### config.mk
export PLATFORM = sky130hd
export DESIGN_NAME = decode_stage
export DESIGN_NICKNAME = d
export VERILOG_FILES = /design/src/rtl/decode_stage.sv
export SDC_FILE = /design/constraint.sdc
export NUM_CORES = 1
export LEC_CHECK = 0
export ABC_AREA = 1
export BUFFER_PORTS_ARGS = -buffer_cell sky130_fd_sc_hd__buf_2
export CAP_MARGIN = 10
export CORE_ASPECT_RATIO = 1.2
export CORE_UTILIZATION = 39
export DETAILED_ROUTE_END_ITERATION = 8
export SKIP_LAST_GASP = 1
export SLEW_MARGIN = 10
export SYNTH_ARGS = -nofsm -noshare
export SYNTH_HDL_FRONTEND = slang
export SYNTH_SLANG_ARGS = --single-unit
### constraint.sdc
create_clock -name clk_i -period 3.35 [get_ports clk_i]
set_input_delay 0.67 -clock clk_i [delete_from_list [all_inputs] [get_ports clk_i]]
set_output_delay 0.67 -clock clk_i [all_outputs]
set_load 0.05 [all_outputs]
### src/rtl/decode_stage.sv
// ============================================================================
// decode_stage : registered RV32I decode stage with valid/ready handshakes.
// Optional two-entry skid buffer is enabled by defining DECODE_SKID_EN.
// Revision: 1.0
// ============================================================================
`default_nettype none

module decode_stage #(
    parameter int XLEN = 32
) (
    input  logic            clk_i,
    input  logic            rst_ni,
    input  logic            valid_i,
    output logic            ready_o,
    input  logic [31:0]     instr_i,
    input  logic [XLEN-1:0] pc_i,
    input  logic [XLEN-1:0] R1_i,
    input  logic [XLEN-1:0] R2_i,
    input  logic            flush_i,
    output logic            valid_o,
    input  logic            ready_i,
    output logic [4:0]      RS1_o,
    output logic [4:0]      RS2_o,
    output logic [4:0]      RD_o,
    output logic [6:0]      opcode_o,
    output logic [2:0]      func3_o,
    output logic [6:0]      func7_o,
    output logic [2:0]      fmt_o,
    output logic            illegal_o,
    output logic [XLEN-1:0] immed_o,
    output logic [XLEN-1:0] operand_B_o,
    output logic [XLEN-1:0] address_o,
    output logic [XLEN-1:0] target_o
);

    localparam logic [6:0] OP_REG    = 7'b0110011;
    localparam logic [6:0] OP_IMM    = 7'b0010011;
    localparam logic [6:0] OP_LOAD   = 7'b0000011;
    localparam logic [6:0] OP_JALR   = 7'b1100111;
    localparam logic [6:0] OP_SYSTEM = 7'b1110011;
    localparam logic [6:0] OP_STORE  = 7'b0100011;
    localparam logic [6:0] OP_BRANCH = 7'b1100011;
    localparam logic [6:0] OP_LUI    = 7'b0110111;
    localparam logic [6:0] OP_AUIPC  = 7'b0010111;
    localparam logic [6:0] OP_JAL    = 7'b1101111;

    localparam logic [2:0] FMT_R   = 3'd0;
    localparam logic [2:0] FMT_I   = 3'd1;
    localparam logic [2:0] FMT_S   = 3'd2;
    localparam logic [2:0] FMT_SB  = 3'd3;
    localparam logic [2:0] FMT_U   = 3'd4;
    localparam logic [2:0] FMT_UJ  = 3'd5;
    localparam logic [2:0] FMT_ILL = 3'd7;

    typedef struct packed {
        logic [2:0]      fmt;
        logic            illegal;
        logic [4:0]      rs1;
        logic [4:0]      rs2;
        logic [4:0]      rd;
        logic [6:0]      opcode;
        logic [2:0]      func3;
        logic [6:0]      func7;
        logic [XLEN-1:0] immed;
        logic [XLEN-1:0] opb;
        logic [XLEN-1:0] addr;
        logic [XLEN-1:0] target;
    } dec_t;

    logic [6:0]      w_op;
    logic [2:0]      w_fmt;
    logic [31:0]     w_imm32;
    logic [XLEN-1:0] w_immed;
    logic [XLEN-1:0] w_sum_r1;
    logic [XLEN-1:0] w_sum_pc;
    dec_t            w_dec;
    dec_t            w_out;
    logic            w_ready;
    logic            w_valid;

    assign w_op = instr_i[6:0];

    always_comb begin
        w_fmt = FMT_ILL;
        case (w_op)
            OP_REG:                               w_fmt = FMT_R;
            OP_IMM, OP_LOAD, OP_JALR, OP_SYSTEM:  w_fmt = FMT_I;
            OP_STORE:                             w_fmt = FMT_S;
            OP_BRANCH:                            w_fmt = FMT_SB;
            OP_LUI, OP_AUIPC:                     w_fmt = FMT_U;
            OP_JAL:                               w_fmt = FMT_UJ;
            default:                              w_fmt = FMT_ILL;
        endcase
    end

    // Immediates are assembled at 32 bits, then sign-extended to XLEN.
    always_comb begin
        w_imm32 = 32'd0;
        case (w_fmt)
            FMT_I:   w_imm32 = {{20{instr_i[31]}}, instr_i[31:20]};
            FMT_S:   w_imm32 = {{20{instr_i[31]}}, instr_i[31:25], instr_i[11:7]};
            FMT_SB:  w_imm32 = {{19{instr_i[31]}}, instr_i[31], instr_i[7],
                                instr_i[30:25], instr_i[11:8], 1'b0};
            FMT_U:   w_imm32 = {instr_i[31:12], 12'd0};
            FMT_UJ:  w_imm32 = {{11{instr_i[31]}}, instr_i[31], instr_i[19:12],
                                instr_i[20], instr_i[30:21], 1'b0};
            default: w_imm32 = 32'd0;
        endcase
    end

    assign w_immed  = XLEN'($signed(w_imm32));
    assign w_sum_r1 = R1_i + w_immed;
    assign w_sum_pc = pc_i + w_immed;

    always_comb begin
        w_dec         = '0;
        w_dec.fmt     = w_fmt;
        w_dec.illegal = (w_fmt == FMT_ILL);
        if (w_fmt != FMT_ILL) begin
            w_dec.opcode = w_op;
            w_dec.immed  = w_immed;
            w_dec.opb    = w_immed;
        end
        if (w_fmt == FMT_R || w_fmt == FMT_I || w_fmt == FMT_U || w_fmt == FMT_UJ)
            w_dec.rd = instr_i[11:7];
        if (w_fmt == FMT_R || w_fmt == FMT_I || w_fmt == FMT_S || w_fmt == FMT_SB) begin
            w_dec.rs1   = instr_i[19:15];
            w_dec.func3 = instr_i[14:12];
        end
        if (w_fmt == FMT_R || w_fmt == FMT_S || w_fmt == FMT_SB)
            w_dec.rs2 = instr_i[24:20];
        if (w_fmt == FMT_R || w_fmt == FMT_I)
            w_dec.func7 = instr_i[31:25];
        if (w_fmt == FMT_R || w_fmt == FMT_SB)
            w_dec.opb = R2_i;
        if (w_op == OP_LOAD || w_op == OP_STORE)
            w_dec.addr = w_sum_r1;
        if (w_fmt == FMT_SB || w_fmt == FMT_UJ)
            w_dec.target = w_sum_pc;
        else if (w_op == OP_JALR)
            w_dec.target = {w_sum_r1[XLEN-1:1], 1'b0};
    end

`ifdef DECODE_SKID_EN
    // Entry 0 is always the head presented downstream; entry 1 is the skid slot.
    dec_t       r_e0;
    dec_t       r_e1;
    logic [1:0] r_cnt;
    logic       r_ready;
    logic       w_push;
    logic       w_pop;
    logic [1:0] w_cnt_nxt;

    assign w_push = valid_i && r_ready;
    assign w_pop  = (r_cnt != 2'd0) && ready_i;

    always_comb begin
        w_cnt_nxt = r_cnt;
        case ({w_push, w_pop})
            2'b10:   w_cnt_nxt = r_cnt + 2'd1;
            2'b01:   w_cnt_nxt = r_cnt - 2'd1;
            default: w_cnt_nxt = r_cnt;
        endcase
    end

    always_ff @(posedge clk_i or negedge rst_ni) begin
        if (!rst_ni) begin
            r_e0    <= '0;
            r_e1    <= '0;
            r_cnt   <= 2'd0;
            r_ready <= 1'b1;
        end else if (flush_i) begin
            r_cnt   <= 2'd0;
            r_ready <= 1'b1;
        end else begin
            case (r_cnt)
                2'd0: begin
                    if (w_push)
                        r_e0 <= w_dec;
                end
                2'd1: begin
                    if (w_push && w_pop)
                        r_e0 <= w_dec;
                    else if (w_push)
                        r_e1 <= w_dec;
                end
                default: begin
                    if (w_pop)
                        r_e0 <= r_e1;
                end
            endcase
            r_cnt   <= w_cnt_nxt;
            r_ready <= (w_cnt_nxt != 2'd2);
        end
    end

    assign w_ready = r_ready;
    assign w_valid = (r_cnt != 2'd0);
    assign w_out   = r_e0;
`else
    dec_t r_data;
    logic r_valid;

    assign w_ready = !r_valid || ready_i;

    always_ff @(posedge clk_i or negedge rst_ni) begin
        if (!rst_ni) begin
            r_valid <= 1'b0;
            r_data  <= '0;
        end else if (flush_i) begin
            r_valid <= 1'b0;
        end else if (w_ready) begin
            r_valid <= valid_i;
            if (valid_i)
                r_data <= w_dec;
        end
    end

    assign w_valid = r_valid;
    assign w_out   = r_data;
`endif

    assign ready_o     = w_ready;
    assign valid_o     = w_valid;
    assign fmt_o       = w_out.fmt;
    assign illegal_o   = w_out.illegal;
    assign RS1_o       = w_out.rs1;
    assign RS2_o       = w_out.rs2;
    assign RD_o        = w_out.rd;
    assign opcode_o    = w_out.opcode;
    assign func3_o     = w_out.func3;
    assign func7_o     = w_out.func7;
    assign immed_o     = w_out.immed;
    assign operand_B_o = w_out.opb;
    assign address_o   = w_out.addr;
    assign target_o    = w_out.target;

endmodule

`default_nettype wire

Word-level counts from Yosys, hierarchy flattened
Cells that the tools add are included.
{"block": "op_classes", "n_addsub": 2, "mul": 0, "n_div": 0, "order_cmp": 0, "eq_ne": 17, "shift": 0, "n_mux": 15, "bitwise_logic": 1, "reduce_logical": 17}
{"op": "32-bit case mux with 5 select lines", "n": 1}
{"op": "32-bit two-way mux", "n": 4}
{"op": "32-bit adder", "n": 2}
{"op": "64-bit two-way mux", "n": 1}
{"op": "7-bit equality test (second input constant)", "n": 4}
{"op": "7-bit by 6-bit equality test with 1-bit output (second input constant)", "n": 3}
{"op": "3-bit case mux with 6 select lines", "n": 1}
{"op": "5-bit two-way mux", "n": 3}
{"op": "7-bit by 5-bit equality test with 1-bit output (second input constant)", "n": 2}
{"op": "7-bit two-way mux", "n": 2}
{"op": "1-bit logical OR", "n": 11}
{"op": "3-bit equality test (second input constant)", "n": 3}
{"op": "7-bit by 2-bit equality test with 1-bit output (second input constant)", "n": 1}
{"op": "3-bit by 2-bit equality test with 1-bit output (second input constant)", "n": 2}
{"op": "4-bit OR reduction", "n": 1}
{"op": "3-bit by 1-bit equality test with 1-bit output (second input constant)", "n": 1}
{"op": "3-bit zero test", "n": 1}
{"op": "3-bit two-way mux", "n": 1}
{"op": "3-bit inequality test (second input constant)", "n": 1}
{"op": "3-bit AND reduction", "n": 1}
{"op": "1-bit two-way mux", "n": 2}
{"op": "2-bit nonzero test", "n": 1}
{"op": "2-bit OR reduction", "n": 1}
{"op": "1-bit zero test", "n": 1}
{"op": "1-bit NOT", "n": 1}
{"block": "totals", "regBits": 165, "latchBits": 0, "mem_bits_rw": 0, "romBits": 0, "inputBits": 133, "output_inout_bits": 166, "word_cells": 65, "mem_count": 0}

Longest topological paths before layout
{"block": "depth", "depth_word": 8, "mapped_depth": 30, "ltp_nobuf": 30}

Worst setup path after synthesis
Ideal clock, no wire load.
{"block": "synth_timing", "kind": "input to register", "start": "input instr_i[0]", "end": "register r_data (netlist bit target_o[22])", "setup_ns": 0.118, "arrival_ns": 3.936, "required_ns": 3.232, "slack_ns": -0.704, "path_stages": 24, "n_path_buf": 1, "cell_sequence": "nand2_1 > inv_1 > nand2_1 > nor2_4 > inv_1 > ha_1 > or2_2 > buf_2 > a21oi_1 > inv_1 > ha_1 > fa_1 > nand3_1 > nand2_1 > nand2_1 > nand2_1 > a21oi_1 > o21ai_0 > nand2_1 > nand3b_1 > nand3_1 > nand2_1 > nand2_1 > nand2_1"}
{"block": "synth_between", "elab_chain_len": 8, "elab_cells_between_ends": 24, "classes_between": "2 x add/sub; 15 x eq/ne; 4 x mux; 3 x reduce/logical"}
{"element": "start, declared", "line": "15", "source": "input logic [31:0] instr_i,"}
{"element": "7-bit by 2-bit equality test with 1-bit output (tied with other cells)", "line": "85", "source": "case (w_op)"}
{"element": "4-bit OR reduction / 2-bit OR reduction (equally long branches)", "line": "85"}
{"element": "3-bit case mux with 6 select lines", "line": "85"}
{"element": "3-bit equality test (tied with other cells)", "line": "99, 138"}
{"element": "32-bit case mux with 5 select lines", "line": "99", "source": "case (w_fmt)"}
{"element": "32-bit adder", "line": "112", "source": "assign w_sum_r1 = R1_i + w_immed;"}
{"element": "32-bit two-way mux", "line": "140", "source": "else if (w_op == OP_JALR)"}
{"element": "32-bit two-way mux *", "line": "138", "source": "if (w_fmt == FMT_SB || w_fmt == FMT_UJ)"}
{"element": "end signal, assigned", "line": "215", "source": "r_data <= w_dec;"}
{"element": "end, declared", "line": "201", "source": "dec_t r_data;"}
Mark *: on every way between the ends. The rest lies on a longest branch, timed or not.
A chain may end at the register's enable or synchronous reset.

Worst setup path in the final report
{"block": "layout_timing", "start": "input instr_i[3]", "end": "register r_data (netlist bit target_o[28])"}
The elaborated chain is that of the path after synthesis.

==> results.toml <==
[detailed_routing]
met3_length_um = 2360
drc = 0
dr.pass1.iters = 6
wl_met2_um = 24200
drtIter0Drc = 840
wl_per_cell_um = 19.0
dr_total_vias = 13335
highest_layer = "met4"
ant_nets = 0
routed_wl_um = 49100
vias_per_cell = 5.15
m1WireLength_um = 20400

[sta]
finalHoldViolCount = 0
finalSetupViolCount = 32
slew_viol_final = 0
setup_ws_ns = -0.222
clock_skew_ns = 0.0153
min_period_ns = 3.57
period_share_pct = 107
max_slew_margin_pct = 54.6
fmax_mhz = 280
worst_pin_slew_ns = 0.682
rsz0062_at_grt = "yes"

[cells_and_area]
final_nets = 2394
multi_input_area_um2 = 8610
drive_gt1_share_pct = 47.8
utilization_pct = 66.1
ff_latch_area_um2 = 4130
area_growth_syn_to_layout_pct = 65.1
final_cells = 2587
nFillCells = 2521
design_area_um2 = 18700

[global_route]
grt_max_degree = 78
grt_overflow = 0
grt_pass1_wl_um = 73700
grt_pass1_vias = 13091
antenna_found_initial = 1
grt_usage_pct = 33.0

[synthesis]
syn_nets = 1794
async_reset_ff_share_pct = 100
yosysSeqAreaShare_pct = 36.5
syn_avg_cell_area_um2 = 7.10
synth_cell_types = 44
ys.flop_type = "dfrtp_1"
syn_area_um2 = 11300
synth_edf_count = 0
synthCells = 1594
ys_warn_count = 0
synth_seq_cells = 165

[clock_network]
htree_num_levels = 4
cts_hold_buf = 0
path_clk_slew_ns = 0.07
cts_tree = "yes"
clock_sinks = 165
clkLatencyLatePin_ns = 0.45
cts_buffers = 17
clockBufferDepth = 2
ctsRootBufferMaster = "clkbuf_16"

[floorplan]
core_area_um2 = 28300
die_w_um = 157
die_height_um = 189
io_pins = 299
die_area_um2 = 29700
start_util_pct = 40.0
rows = 67

[placed_design]
place_area_um2 = 16400
dp_cells = 2507
gp_congestion = 0.988
port_buffers = 298
dp_hpwl_um = 38400
pre_cts_ws_ns = -0.898

[setup_path]
cp_data_arrival_time_ns = 3.96
critPathCaptureType = "flip-flop"
r2r-start = "valid_o$_DFFE_PN0P_"
required_ns = 3.73
crit_start = "instr_i[3]"
crit_buf_inv = 5
critPathMaxStageDelay_ns = 0.24
cpMaxStageDelayCell = "a21oi_4"
crit_path_start_kind = "primary input"
crit_fanout = 7
path_class = "primary input to flip-flop"
cp_top_family = "simple AND/OR/NAND/NOR gates"

[pwr]
p_leak_nw = 9.62
worst_ir_drop_vdd_mv = 0.305
power_mw = 5.53
power_density_nw_per_um2 = 296

[status]
status = "finished, violations left"
violations = "negative setup slack"

[flow_run]
cap_violations = 0

[hold_path]
hold_class = "primary input to async pin"
==> logic make-up after synthesis <==
kind of cell | count (synthesis) | synth area share [%]
DFF | 165 | 36.5
xor gates and xnor gates | 36 | 2.79
and+or+nand+nor | 807 | 30.1
AOI/OAI and AO/OA | 319 | 16.1
adders and majority gates | 67 | 7.54
buffers and inverters | 200 | 6.95
==> Yosys cell counts, drive strengths merged (2+ instances only) <==
cell type  number  area [um^2]
xnor2          12          105
xor2           24          210
o21bai          5         37.5
nor3            8         40.0
clkbuf         35          131
or2             8         50.1
a21oi          92          464
o21a            5         37.5
nand4          22          150
nand2         454         1740
nor4            3         18.8
a21o            7         52.6
nand3         103          533
a31oi          17          106
fa              2         40.0
nand3b          9         67.6
a21boi          6         45.0
a22o           22          193
buf            16         95.1
a32o            7         70.1
ha             65          813
dfrtp         165         4130
inv           149          559
o211ai          3         22.5
o21ai         153          777
nor2          199          801
==> area by class of cell <==
| cell class | count | area share (%) |
|---|---|---|
| Multi-Input combinational cell | 1230 | 46.1 |
| Tap cell | 379 | 2.54 |
| Antenna cell | 1 | 0.0134 |
| Sequential cell | 165 | 22.1 |
| Timing Repair Buffer | 631 | 22.7 |
| Clock inverter | 14 | 0.858 |
| Inverter | 149 | 3.34 |
| Clock buffer | 18 | 2.30 |
==> placed cells by master (no fill, tap or decap), types with 6 or more instances in the layout <==
cell       synthesis  routed
a21o_1             7       7
a21oi_1           91      36
a21oi_2            1      43
a21oi_4            0      13
a22o_1            22      22
a31oi_1           17      17
a32o_1             7       7
buf_12             0      10
buf_2              7     290
buf_4              5     303
buf_6              1      27
clkbuf_16          0      17
dfrtp_1          165     165
ha_1              65       7
ha_4               0      57
inv_1            144     111
inv_2              5      21
inv_4              0      14
inv_6              0       6
nand2_1          445     368
nand2_2            6      54
nand2_4            3      30
nand3_1          101      63
nand3_2            1      31
nand3_4            1      10
nand3b_1           9       9
nand4_1           20      20
nor2_1           191     147
nor2_2             3      32
nor2_4             4      19
o21ai_0          124      88
o21ai_1           28      43
o21ai_2            0      13
o21ai_4            1       9
xnor2_1           12       8
xor2_1            24      13
xor2_2             0       9
==> flip-flops by register name, indices dropped and copies added (netlist names), 3 cells and up <==
name and cells:
address_o 32, immed_o 32, operand_B_o 32, target_o 32, func7_o 7, opcode_o 7
RD_o 5, RS1_o 5, RS2_o 5, fmt_o 3, func3_o 3
==> report_power, final <==
part	total, mW	internal (mW)	switching [mW]	leakage, nW
Sequential	2.14	2.09	0.0521	2.23
Combinational	1.36	0.442	0.916	7.11
Clock	2.04	1.06	0.977	0.278
==> what timing repair did <==
| item | CTS | global route |
|---|---|---|
| pin swaps | 79 | 69 |
| endpoints found under the setup margin | 48 | 51 |
| cloned | 1 | 0 |
| resized for setup | 155 | 179 |
| buffers inserted | 29 | 19 |
==> through the flow <==
step	TNS (ns)	hold slack [ns]
after floorplan	-4.51	0.374
after global placement	-33.64	0.458
after detailed placement	-36.15	0.460
after CTS	-1.02	0.210
after global routing	-10.10	0.226
final	-2.82	0.199
==> final timing paths <==
| check | depth (start not counted) | endpoint | slack (ns) |
|---|---|---|---|
| setup reg to reg | 10 | address_o[25]$_DFFE_PN0P_ | 1.06 |
| hold reg to reg | 2 | operand_B_o[15]$_DFFE_PN0P_ | 0.48 |
| min in group clk_i | 2 | valid_o$_DFFE_PN0P_ | 0.44 |
| max in group asynchronous | 2 | target_o[23]$_DFFE_PN0P_ | 2.39 |
| setup / recovery | 26 | target_o[28]$_DFFE_PN0P_ | -0.22 |
| hold / removal | 1 | func7_o[0]$_DFFE_PN0P_ | 0.20 |
==> routing by layer <==
layer  vias to the layer above  track usage, %
li1                       6459               -
met1                      6328            41.7
met2                       454            57.0
met3                        94            3.66
met4                         0            13.4
met5                         -               0
Note: power is estimated with default switching activity, not from simulation.
